==> src/rtl/debounce_pkg.sv <==
// Shared constants, channel state encoding and elaboration helpers for debounce_bank.
package debounce_pkg;

    localparam int DEF_SYNC_STAGES              = 2;
    localparam int DEF_STABLE_CYCLES_50MHZ_10MS = 500000;

    typedef enum logic {
        DB_IDLE  = 1'b0,
        DB_COUNT = 1'b1
    } db_state_e;

    // Ceiling log2; used only for parameter range checks.
    function automatic int clog2(input longint unsigned v);
        int r;
        r = 0;
        for (int i = 0; i < 63; i++) begin
            if ((64'd1 << i) < v) r = i + 1;
        end
        return r;
    endfunction

endpackage

==> src/rtl/debounce_ch.sv <==
// One debounce channel: synchroniser, stability counter, registered level and edge strobes.
// Optional long-press strobe when DEBOUNCE_LONG_PRESS_EN is defined.
module debounce_ch
    import debounce_pkg::*;
#(
    parameter int   SYNC_STAGES   = DEF_SYNC_STAGES,
    parameter int   CNT_W         = 20,
    parameter int   STABLE_CYCLES = DEF_STABLE_CYCLES_50MHZ_10MS,
`ifdef DEBOUNCE_LONG_PRESS_EN
    parameter int   LONG_CYCLES   = (1 << CNT_W) - 1,
`endif
    parameter logic RST_BIT       = 1'b0
) (
    input  logic clock,
    input  logic reset_n,
    input  logic sig_i,
`ifdef DEBOUNCE_LONG_PRESS_EN
    output logic long_o,
`endif
    output logic sig_o,
    output logic rise_o,
    output logic fall_o,
    output logic busy_o
);

    localparam logic [CNT_W-1:0] LAST = CNT_W'(STABLE_CYCLES - 1);

    logic [SYNC_STAGES-1:0] sync_q;
    logic                   s;
    db_state_e              state_q, state_d;
    logic [CNT_W-1:0]       cnt_q, cnt_d;
    logic                   out_q, out_d;
    logic                   rise_q, rise_d;
    logic                   fall_q, fall_d;

    assign s = sync_q[SYNC_STAGES-1];

    always_comb begin
        state_d = state_q;
        cnt_d   = cnt_q;
        out_d   = out_q;
        rise_d  = 1'b0;
        fall_d  = 1'b0;
        case (state_q)
            DB_IDLE: begin
                if (s != out_q) begin
                    state_d = DB_COUNT;
                    cnt_d   = CNT_W'(1);
                end
            end
            DB_COUNT: begin
                if (s == out_q) begin
                    // Bounced back before the window closed: abandon silently.
                    state_d = DB_IDLE;
                    cnt_d   = '0;
                end else if (cnt_q == LAST) begin
                    state_d = DB_IDLE;
                    cnt_d   = '0;
                    out_d   = s;
                    rise_d  = s;
                    fall_d  = ~s;
                end else begin
                    cnt_d = cnt_q + 1'b1;
                end
            end
            default: begin
                state_d = DB_IDLE;
                cnt_d   = '0;
            end
        endcase
    end

    always_ff @(posedge clock or negedge reset_n) begin
        if (!reset_n) begin
            sync_q  <= {SYNC_STAGES{RST_BIT}};
            state_q <= DB_IDLE;
            cnt_q   <= '0;
            out_q   <= RST_BIT;
            rise_q  <= 1'b0;
            fall_q  <= 1'b0;
        end else begin
            sync_q  <= {sync_q[SYNC_STAGES-2:0], sig_i};
            state_q <= state_d;
            cnt_q   <= cnt_d;
            out_q   <= out_d;
            rise_q  <= rise_d;
            fall_q  <= fall_d;
        end
    end

    assign sig_o  = out_q;
    assign rise_o = rise_q;
    assign fall_o = fall_q;
    // Next-state view so the top's registered OR lines up with state_q.
    assign busy_o = (state_d == DB_COUNT);

`ifdef DEBOUNCE_LONG_PRESS_EN
    localparam logic [CNT_W-1:0] LONG_LAST = CNT_W'(LONG_CYCLES);

    logic [CNT_W-1:0] lcnt_q, lcnt_d;
    logic             long_q, long_d;

    // Counter parks at LONG_LAST so the strobe fires once per high period.
    always_comb begin
        lcnt_d = lcnt_q;
        long_d = 1'b0;
        if (!(out_q && out_d)) begin
            lcnt_d = '0;
        end else if (lcnt_q != LONG_LAST) begin
            lcnt_d = lcnt_q + 1'b1;
            long_d = (lcnt_d == LONG_LAST);
        end
    end

    always_ff @(posedge clock or negedge reset_n) begin
        if (!reset_n) begin
            lcnt_q <= '0;
            long_q <= 1'b0;
        end else begin
            lcnt_q <= lcnt_d;
            long_q <= long_d;
        end
    end

    assign long_o = long_q;
`endif

endmodule

==> src/rtl/debounce_bank.sv <==
// Multi-channel counter-based debouncer with rise/fall strobes and a registered busy flag.
// Define DEBOUNCE_LONG_PRESS_EN to add LONG_CYCLES and the long_pulse output.
module debounce_bank
    import debounce_pkg::*;
#(
    parameter int                NUM_CH        = 4,
    parameter int                SYNC_STAGES   = DEF_SYNC_STAGES,
    parameter int                CNT_W         = 20,
    parameter int                STABLE_CYCLES = DEF_STABLE_CYCLES_50MHZ_10MS,
`ifdef DEBOUNCE_LONG_PRESS_EN
    parameter int                LONG_CYCLES   = (1 << CNT_W) - 1,
`endif
    parameter logic [NUM_CH-1:0] RESET_VAL     = '0
) (
    input  logic              clock,
    input  logic              reset_n,
    input  logic [NUM_CH-1:0] sig_in,
`ifdef DEBOUNCE_LONG_PRESS_EN
    output logic [NUM_CH-1:0] long_pulse,
`endif
    output logic [NUM_CH-1:0] sig_out,
    output logic [NUM_CH-1:0] rise_pulse,
    output logic [NUM_CH-1:0] fall_pulse,
    output logic              any_busy
);

    if (NUM_CH < 1 || SYNC_STAGES < 2 || STABLE_CYCLES < 2 ||
        clog2(64'(STABLE_CYCLES) + 64'd1) > CNT_W) begin : g_bad_param
        $error("debounce_bank: STABLE_CYCLES must be 2..2^CNT_W-1, SYNC_STAGES>=2, NUM_CH>=1");
    end
`ifdef DEBOUNCE_LONG_PRESS_EN
    if (LONG_CYCLES < 1 || clog2(64'(LONG_CYCLES) + 64'd1) > CNT_W) begin : g_bad_long
        $error("debounce_bank: LONG_CYCLES must be 1..2^CNT_W-1");
    end
`endif

    logic [NUM_CH-1:0] busy;
    logic              any_busy_q;

    for (genvar i = 0; i < NUM_CH; i++) begin : g_ch
        debounce_ch #(
            .SYNC_STAGES  (SYNC_STAGES),
            .CNT_W        (CNT_W),
            .STABLE_CYCLES(STABLE_CYCLES),
`ifdef DEBOUNCE_LONG_PRESS_EN
            .LONG_CYCLES  (LONG_CYCLES),
`endif
            .RST_BIT      (RESET_VAL[i])
        ) u_ch (
            .clock  (clock),
            .reset_n(reset_n),
            .sig_i  (sig_in[i]),
`ifdef DEBOUNCE_LONG_PRESS_EN
            .long_o (long_pulse[i]),
`endif
            .sig_o  (sig_out[i]),
            .rise_o (rise_pulse[i]),
            .fall_o (fall_pulse[i]),
            .busy_o (busy[i])
        );
    end

    always_ff @(posedge clock or negedge reset_n) begin
        if (!reset_n) any_busy_q <= 1'b0;
        else          any_busy_q <= |busy;
    end

    assign any_busy = any_busy_q;

endmodule
==> config.mk <==
export PLATFORM = sky130hd
export DESIGN_NAME = debounce_bank
export DESIGN_NICKNAME = d
export VERILOG_FILES = /design/src/rtl/debounce_pkg.sv /design/src/rtl/debounce_ch.sv /design/src/rtl/debounce_bank.sv
export SDC_FILE = /design/constraint.sdc
export NUM_CORES = 1
export LEC_CHECK = 0
export CAP_MARGIN = 30
export CORE_MARGIN = 2
export CORE_UTILIZATION = 40
export DETAILED_ROUTE_END_ITERATION = 16
export SYNTH_ARGS = -nofsm -noshare
export SYNTH_HDL_FRONTEND = slang
export SYNTH_SLANG_ARGS = --single-unit
export TNS_END_PERCENT = 1
==> constraint.sdc <==
create_clock -name clock -period 5.8 [get_ports clock]
set_input_delay 1.74 -clock clock [delete_from_list [all_inputs] [get_ports clock]]
set_output_delay 1.74 -clock clock [all_outputs]
set_load 0.02 [all_outputs]
==> impl_summary.log, run 1 <==
[metrics] most common flop cell mapped by yosys: sky130_fd_sc_hd__dfrtp_1
[metrics] leakage power total: 2.393 nW
[metrics] max-slew headroom at the worst pin: 36.03%
[metrics] Pre-antenna DRT Iters: 5
[metrics] dominant cells by area after synthesis: sky130_fd_sc_hd__dfrtp_1 48%, sky130_fd_sc_hd__a31oi_1 5.8%, sky130_fd_sc_hd__a21oi_1 4.4%, sky130_fd_sc_hd__nand3_1 4.2%, sky130_fd_sc_hd__nand2_1 3.9%
[metrics] detailed-placement wirelength estimate: 7.880 mm
[metrics] required arrival time at the worst endpoint: 4.06 ns
[metrics] Core Footprint: 13,240 sq um
[metrics] Routed WL: 11.40 mm
[metrics] routability cong.: 0.7937
[metrics] clock slew at reported path FFs: 0.07 ns
[metrics] standard-cell row count: 42
[metrics] via count: 4,402
[metrics] Max-Cap Viols: 0
[metrics] quantity of gates resized following cts: 0
[metrics] FILL cells: 1,296
[metrics] total standard cell area after synthesis: 5420 sq um
[metrics] GRT overflow: 0
[metrics] type of the worst min-delay path: flip-flop to flip-flop
[metrics] Final setup violation count: 0
[metrics] clock tree from TritonCTS: yes
[metrics] cts hold-fix bufs: 0
[metrics] violation count after the first detailed-route iteration: 259
[metrics] run status: complete, no violations
[metrics] wire length of the first global-routing pass: 20.16 mm
[metrics] fraction of final layout cells with drive strength greater than 1: 6.814%
[metrics] num ports: 19
[metrics] final total negative setup slack: 0 ns
[metrics] Worst Skew: 0.008590 ns
[metrics] horizontal die dimension: 120.4 um
[metrics] combined buffer and inverter count along the critical path: 1
[metrics] flop and latch count out of synthesis: 105
[metrics] share of flip-flops with an asynchronous set or reset after synthesis: 100.0%
[metrics] post-place instance area: 5710 sq um
[metrics] net count of the finished layout: 593
[metrics] number of buffers inserted to repair setup after CTS: 0
[metrics] Peak supply drop: 0.0002090 V
[metrics] overall routing resource usage: 17.03%
[metrics] area delta synth->final: 10.83%
[metrics] leading cell type by number of instances after synthesis: sky130_fd_sc_hd__dfrtp_1
[metrics] fraction of post-synthesis cell area in the top cell type by area: 48.48%
[metrics] nature of the critical path endpoint: primary output
[metrics] Post-Syn Nets: 593
[metrics] Post-synth EDFFs: 0
[metrics] minimum clock period after layout: 3.148 ns
[metrics] count of nets left with antenna violations after detail routing: 0
[metrics] final routed DRC violation total: 0
[metrics] arrival time at the worst endpoint: 1.41 ns
[metrics] Power Dens Cells: 245.3 nW/um^2
[metrics] highest net fanout along the worst path: 5
[metrics] Final Max Slew Viols: 0
[metrics] critical path type: flip-flop to primary output
[metrics] clock tree root buffer cell: sky130_fd_sc_hd__clkbuf_16
[metrics] Avg Inst Size Synth: 9.297 sq um
[metrics] clock buffer depth: 2
[metrics] later-pin clock latency in the skew report: 0.35 ns
[metrics] effective utilization at floorplan: 40.93%
[metrics] Yosys cell types: 50
[metrics] critical path launch point type: flip-flop
[metrics] fmax: 317.7 MHz
[metrics] final hold violations: 0
[metrics] top cells by count, synth: 105 x sky130_fd_sc_hd__dfrtp_1, 57 x sky130_fd_sc_hd__nand2_1, 50 x sky130_fd_sc_hd__a31oi_1, 48 x sky130_fd_sc_hd__a21oi_1, 46 x sky130_fd_sc_hd__nand3_1
[metrics] average wire length per cell after detail routing: 14.95 um
[metrics] via count of the first global-routing pass: 4,229
[metrics] total clock sinks: 105
[metrics] cell count after synthesis: 583
[metrics] antenna violations before repair: 0
[metrics] gate family responsible for the most delay along the worst path: buffers and inverters
[metrics] die outline area: 14,500 sq um
[metrics] detailed-route vias per instance: 5.769
[metrics] Worst Tran Pin Value: 0.9507 ns
[metrics] Ant. Diodes: 0
[metrics] CP cell instances: clkdlybuf4s50_1
[metrics] post-route cell area: 6007 sq um
[metrics] fraction of the yosys area taken by sequential cells: 48.48%
[metrics] Critical-path top delay cell: sky130_fd_sc_hd__clkdlybuf4s50_1
[metrics] CTS H-tree depth: 3
[metrics] count of input and output buffers: 18
[metrics] CTS Buf Count: 9
[metrics] warnings from Yosys: 0
[metrics] overall die height: 120.4 um
[metrics] Tcrit/Tclk final: 54.27%
[metrics] delay of the slowest critical-path stage: 0.63 ns
[metrics] RSZ-0062 raised after global routing: false
[metrics] maximum number of pins on one net before global-route repair: 58
[metrics] cell taking the most area after synthesis: sky130_fd_sc_hd__dfrtp_1
## state kept, by name, indices dropped and copies added, names as in the netlist
name	cells
g_ch.u_ch.state_q	4
g_ch.u_ch.sync_q	8
g_ch.u_ch.sig_o	4
any_busy	1
g_ch.u_ch.fall_o	4
g_ch.u_ch.cnt_q	80
g_ch.u_ch.rise_o	4
## report_power, final
part	internal, mW	leakage [nW]	switching (mW)
Clock	0.345	0.138	0.270
Sequential	0.747	1.42	0.0209
Combinational	0.0312	0.833	0.0591
## cell families after synthesis
family | count (synthesis) | synth area share, %
AO/OA/AOI/OAI | 162 | 18.47
multiplexers | 13 | 2.493
XOR/XNOR | 4 | 0.6463
AND/OR/NAND/NOR | 239 | 24.03
flip-flops | 105 | 48.48
buffers and inverters | 56 | 4.963
adder cells (fa/ha/maj) | 4 | 0.9234
## placed cells by master (no fill, tap or decap), types with 2 or more instances in the layout
| master | Yosys | final |
|---|---|---|
| sky130_fd_sc_hd__a21o_1 | 3 | 3 |
| sky130_fd_sc_hd__a21oi_1 | 48 | 47 |
| sky130_fd_sc_hd__a21oi_2 | 1 | 2 |
| sky130_fd_sc_hd__a221o_1 | 2 | 2 |
| sky130_fd_sc_hd__a22o_1 | 5 | 5 |
| sky130_fd_sc_hd__a31oi_1 | 50 | 49 |
| sky130_fd_sc_hd__a31oi_2 | 1 | 2 |
| sky130_fd_sc_hd__a41oi_1 | 12 | 12 |
| sky130_fd_sc_hd__and2_1 | 3 | 3 |
| sky130_fd_sc_hd__and3_1 | 11 | 11 |
| sky130_fd_sc_hd__and4_1 | 4 | 4 |
| sky130_fd_sc_hd__buf_4 | 12 | 5 |
| sky130_fd_sc_hd__clkbuf_16 | 0 | 9 |
| sky130_fd_sc_hd__clkdlybuf4s50_1 | 0 | 17 |
| sky130_fd_sc_hd__clkinvlp_4 | 0 | 2 |
| sky130_fd_sc_hd__dfrtp_1 | 105 | 105 |
| sky130_fd_sc_hd__ha_1 | 4 | 4 |
| sky130_fd_sc_hd__inv_1 | 21 | 21 |
| sky130_fd_sc_hd__mux2_2 | 4 | 4 |
| sky130_fd_sc_hd__mux2i_1 | 9 | 9 |
| sky130_fd_sc_hd__nand2_1 | 57 | 57 |
| sky130_fd_sc_hd__nand2b_1 | 9 | 9 |
| sky130_fd_sc_hd__nand3_1 | 46 | 46 |
| sky130_fd_sc_hd__nand3b_1 | 4 | 4 |
| sky130_fd_sc_hd__nand4_1 | 21 | 21 |
| sky130_fd_sc_hd__nand4b_1 | 2 | 2 |
| sky130_fd_sc_hd__nor2_1 | 30 | 30 |
| sky130_fd_sc_hd__nor3_1 | 7 | 7 |
| sky130_fd_sc_hd__nor3b_1 | 9 | 9 |
| sky130_fd_sc_hd__nor4_1 | 6 | 6 |
| sky130_fd_sc_hd__nor4b_1 | 5 | 5 |
| sky130_fd_sc_hd__o21ai_0 | 28 | 28 |
| sky130_fd_sc_hd__o22ai_1 | 2 | 2 |
| sky130_fd_sc_hd__o2bb2ai_1 | 2 | 2 |
| sky130_fd_sc_hd__o31a_1 | 2 | 2 |
| sky130_fd_sc_hd__o31ai_1 | 3 | 3 |
| sky130_fd_sc_hd__or2_2 | 6 | 6 |
| sky130_fd_sc_hd__or3_1 | 6 | 6 |
| sky130_fd_sc_hd__or4_1 | 6 | 6 |
| sky130_fd_sc_hd__xor2_1 | 4 | 4 |
## metal layers
layer  vias up  share of wire, %  GRT usage [%]
met5         -                 0              0
met4         0              0.43          4.506
met3         2               3.5          4.434
met2        61                48          26.62
met1      2161                49          23.53
li1       2178                 -              -
## area by class of cell
| class | count | area, sq um | share of cell area (%) |
|---|---|---|---|
| sequential | 105 | 2628 | 43.74 |
| multi-input combinational | 422 | 2534 | 42.18 |
| timing repair buffer | 24 | 250.2 | 4.166 |
| clock buffer | 11 | 242.7 | 4.041 |
| tap | 176 | 220.2 | 3.666 |
| inverter | 21 | 78.83 | 1.312 |
| clock inverter | 4 | 53.80 | 0.8956 |
## path summary, 6_finish.rpt
check                                    endpoint  slack [ns]                   start  depth (start not counted)
min reg2reg                g_ch[2].u_ch.sync_q[1]        0.35  g_ch[2].u_ch.sync_q[0]                          0
max reg2reg                 g_ch[3].u_ch.cnt_q[9]        3.38   g_ch[3].u_ch.cnt_q[0]                          7
max in group asynchronous  g_ch[2].u_ch.cnt_q[19]        3.53                 reset_n                          3
min                        g_ch[2].u_ch.sync_q[1]        0.35  g_ch[2].u_ch.sync_q[0]                          0
min in group asynchronous     g_ch[3].u_ch.fall_o        1.27                 reset_n                          1
max                                    sig_out[0]        2.65      g_ch[0].u_ch.sig_o                          1
## metrics by stage
stage / worst slack, ns / std cells / total power [mW] / util [%] / hold WS [ns]
finish: 2.652 / 763 / 1.473 / 45.36 / 0.3500
detailed placement: 3.021 / 748 / 0.8744 / 43.12 / 0.3379
global route: 2.598 / 763 / 1.544 / 45.36 / 0.3562
floorplan: 3.509 / 583 / 0.8328 / - / 0.3312
global placement: 2.845 / 746 / 0.8664 / 42.80 / 0.3352
CTS: 2.631 / 763 / 1.499 / 45.36 / 0.3541
(Power assumes the default switching activity.)
==> run 2: changes to the inputs <==
==> constraint.sdc (replaced) <==
create_clock -name clock -period 3.2 [get_ports clock]
set_input_delay 0.96 -clock clock [delete_from_list [all_inputs] [get_ports clock]]
set_output_delay 0.96 -clock clock [all_outputs]
set_load 0.02 [all_outputs]
==> run 2 against run 1 <==
Effect of this change:
- highest routed layer unchanged
- sequential share of layout area shrank 0.064 points
- critical path type is now flip-flop to flip-flop
- worst hold slack is essentially flat
- wire length shrank 4.2%
- sequential power grew 81%
==> impl_summary.log, run 2 (synthesized netlist as in run 1, its figures left out) <==
[metrics] leakage power total: 2.403 nW (+0.43%)
[metrics] top flop regs: g_ch.u_ch.cnt_q x80, g_ch.u_ch.sync_q x8
[metrics] Tcrit/Tclk final: 75.52%
[metrics] final total negative setup slack: 0 ns (unchanged)
[metrics] total power: 2.679 mW (+82%)
[metrics] critical path type: flip-flop to flip-flop
[metrics] Core Footprint: 13,240 sq um (unchanged)
[metrics] Worst Setup Slack, final: 0.7834 ns (-1.869 ns)
[metrics] critical path startpoint: g_ch[3].u_ch.cnt_q[0]
[metrics] detailed-route vias per instance: 5.700 (-1.2%)
[metrics] net count of the finished layout: 595 (+0.34%)
[metrics] via count: 4,366 (-0.82%)
[metrics] overall die height: 120.4 um (unchanged)
[metrics] power share of the clock group: 42.1% (+0.4 points)
[metrics] die outline area: 14,500 sq um (unchanged)
[metrics] Routed WL: 10.92 mm (-4.2%)
[metrics] wire length of the first global-routing pass: 19.06 mm (-5.4%)
[metrics] required arrival time at the worst endpoint: 3.44 ns (-0.62 ns)
[metrics] Power Dens Cells: 445.3 nW/um^2 (+82%)
[metrics] reg2reg end: g_ch[3].u_ch.cnt_q[11]
[metrics] clock tree from TritonCTS: yes
[metrics] GRT overflow: 0 (unchanged)
[metrics] Final setup violation count: 0 (unchanged)
[metrics] Max-Cap Viols: 0 (unchanged)
[metrics] delay of the slowest critical-path stage: 0.42 ns (-0.21 ns)
[metrics] routability cong.: 0.8343 (+5.1%)
[metrics] nature of the critical path endpoint: flip-flop
[metrics] CTS H-tree depth: 3 (unchanged)
[metrics] arrival time at the worst endpoint: 2.65 ns (+1.24 ns)
[metrics] clock slew at reported path FFs: 0.07 ns (about the same)
[metrics] area delta synth->final: 10.99%
[metrics] clock tree root buffer cell: sky130_fd_sc_hd__clkbuf_16
[metrics] final routed DRC violation total: 0 (unchanged)
[metrics] horizontal die dimension: 120.4 um (unchanged)
[metrics] detailed-placement wirelength estimate: 7.519 mm (-4.6%)
[metrics] last element of the critical path: g_ch[3].u_ch.cnt_q[11]
[metrics] internal cell power: 2.043 mW (+82%)
[metrics] quantity of gates resized following cts: 0 (unchanged)
[metrics] post-route cell area: 6016 sq um (+0.15%)
[metrics] reg-to-reg startpoint: g_ch[3].u_ch.cnt_q[0]
[metrics] antenna violations before repair: 0 (unchanged)
[metrics] highest net fanout along the worst path: 30 (+25)
[metrics] effective utilization at floorplan: 40.93% (unchanged)
[metrics] fraction of final layout cells with drive strength greater than 1: 7.288% (+0.47 points)
[metrics] post-place instance area: 5710 sq um (unchanged)
[metrics] cts hold-fix bufs: 0 (unchanged)
[metrics] total clock sinks: 105 (unchanged)
[metrics] gate family responsible for the most delay along the worst path: simple AND/OR/NAND/NOR gates
[metrics] final core utilization: 45.43% (+0.066 points)
[metrics] commonest cells after routing, fill and taps aside: 105 x sky130_fd_sc_hd__dfrtp_1, 57 x sky130_fd_sc_hd__nand2_1, 49 x sky130_fd_sc_hd__a31oi_1
[metrics] Reg2Reg Setup Slack: 0.78 ns (-2.60 ns)
[metrics] type of the worst min-delay path: flip-flop to flip-flop
[metrics] num ports: 19 (unchanged)
[metrics] Ant. Diodes: 0 (unchanged)
[metrics] RSZ-0062 raised after global routing: false
[metrics] cell total after placement: 750 (+0.27%)
[metrics] most common cell after layout, fill and taps aside: sky130_fd_sc_hd__dfrtp_1
[metrics] minimum clock period after layout: 2.417 ns
[metrics] Final Max Slew Viols: 0 (unchanged)
[metrics] count of input and output buffers: 18 (unchanged)
[metrics] combined buffer and inverter count along the critical path: 1 (unchanged)
[metrics] run status: complete, no violations
[metrics] FILL cells: 1,260 (-2.8%)
[metrics] number of buffers inserted to repair setup after CTS: 0 (unchanged)
[metrics] final hold slack: 0.3502 ns (+0.0002380 ns)
[metrics] critical path launch point type: flip-flop
[metrics] Cell Count, Final, Fillers Out: 766 (+0.39%)
[metrics] depth of the critical timing path with buffers and inverters included: 7 (+6)
[metrics] average wire length per cell after detail routing: 14.26 um (-4.6%)
[metrics] number of flip-flops under the largest register name: 80 (unchanged)
[metrics] Pre-antenna DRT Iters: 5 (unchanged)
[metrics] switching power: 636.5 uW (+82%)
[metrics] Peak supply drop: 0.0003198 V (+53%)
[metrics] CTS Buf Count: 9 (unchanged)
[metrics] violation count after the first detailed-route iteration: 351 (+36%)
[metrics] Worst Tran Pin Value: 0.7873 ns (-0.1634 ns)
[metrics] clock buffer depth: 2 (unchanged)
[metrics] Sequential Power Share: 51.9% (-0.2 points)
[metrics] max-slew headroom at the worst pin: 47.34% (+11 points)
[metrics] standard-cell row count: 42 (unchanged)
[metrics] switching share of power: 23.76% (about the same)
[metrics] count of nets left with antenna violations after detail routing: 0 (unchanged)
[metrics] Critical-path top delay cell: sky130_fd_sc_hd__nor4_4
[metrics] final hold violations: 0 (unchanged)
[metrics] CP cell instances: ha_1 -> nand4_1 -> nor4_4 -> a21oi_2 -> buf_4 -> and3_1 -> a221o_1
[metrics] maximum number of pins on one net before global-route repair: 53 (-8.6%)
[metrics] Combinational Power Share: 6.0% (about the same)
[metrics] later-pin clock latency in the skew report: 0.36 ns (about the same)
[metrics] overall routing resource usage: 16.20% (-0.82 points)
[metrics] Setup WS pre-CTS: 0.7859 ns (-2.235 ns)
[metrics] Worst Skew: 0.006726 ns (-0.001864 ns)
[metrics] register name with the most flops: g_ch.u_ch.cnt_q
[metrics] via count of the first global-routing pass: 3,985 (-5.8%)
[metrics] fmax: 413.8 MHz
[metrics] depth of the most critical reg-to-reg path: 7 (unchanged)
run 2: changes by cell type in the layout (fill, tap and decap cells not counted), sizes merged:
| cell | change |
|---|---|
| clkinv | -1 |
| buf | +2 |
| inv | +2 |
run 2: power groups by stage:
| stage | Sequential [mW] | Clock (mW) | Combinational (mW) |
|---|---|---|---|
| floorplan | 1.41 | 0 | 0.101 |
| global placement | 1.41 | 0 | 0.159 |
| detailed placement | 1.42 | 0 | 0.162 |
| CTS | 1.39 | 1.17 | 0.163 |
| global route | 1.40 | 1.22 | 0.186 |
| finish | 1.39 | 1.13 | 0.160 |
run 2: how the worst min path moves through the flow:
stage	startpoint	endpoint	slack [ns]	depth (start not counted)
finish	g_ch[1].u_ch.sync_q[0]	g_ch[1].u_ch.sync_q[1]	0.35	0
global route	g_ch[1].u_ch.sync_q[0]	g_ch[1].u_ch.sync_q[1]	0.36	0
CTS	g_ch[1].u_ch.sync_q[0]	g_ch[1].u_ch.sync_q[1]	0.35	0
detailed placement	g_ch[1].u_ch.sync_q[0]	g_ch[1].u_ch.sync_q[1]	0.34	0
global placement	g_ch[1].u_ch.sync_q[0]	g_ch[1].u_ch.sync_q[1]	0.33	0
floorplan	g_ch[0].u_ch.sync_q[0]	g_ch[0].u_ch.sync_q[1]	0.33	0
run 2: cell type report:
| class | instances | area, sq um | share of cell area [%] |
|---|---|---|---|
| Clock inverter | 5 | 62.56 | 1.040 |
| Inverter | 21 | 78.83 | 1.310 |
| Timing Repair Buffer | 26 | 250.2 | 4.160 |
| Sequential cell | 105 | 2628 | 43.68 |
| Multi-Input combinational cell | 422 | 2534 | 42.12 |
| Clock buffer | 11 | 242.7 | 4.035 |
| Tap cell | 176 | 220.2 | 3.661 |
run 2: worst register-to-register path: stages (launching register included):
cell and delay, ns:
sky130_fd_sc_hd__dfrtp_1 0.41, sky130_fd_sc_hd__ha_1 0.26, sky130_fd_sc_hd__nand4_1 0.33, sky130_fd_sc_hd__nor4_4 0.42
sky130_fd_sc_hd__a21oi_2 0.17, sky130_fd_sc_hd__buf_4 0.27, sky130_fd_sc_hd__and3_1 0.20, sky130_fd_sc_hd__a221o_1 0.25
run 2: layer usage:
| layer | routed length (um) | vias up | share of wire (%) | global-route usage (%) |
|---|---|---|---|---|
| li1 | - | 2180 | - | - |
| met1 | 5271 | 2105 | 48 | 21.93 |
| met2 | 5117 | 71 | 47 | 25.46 |
| met3 | 388 | 10 | 3.6 | 4.057 |
| met4 | 144 | 0 | 1.3 | 5.451 |
| met5 | 0 | - | 0 | 0 |
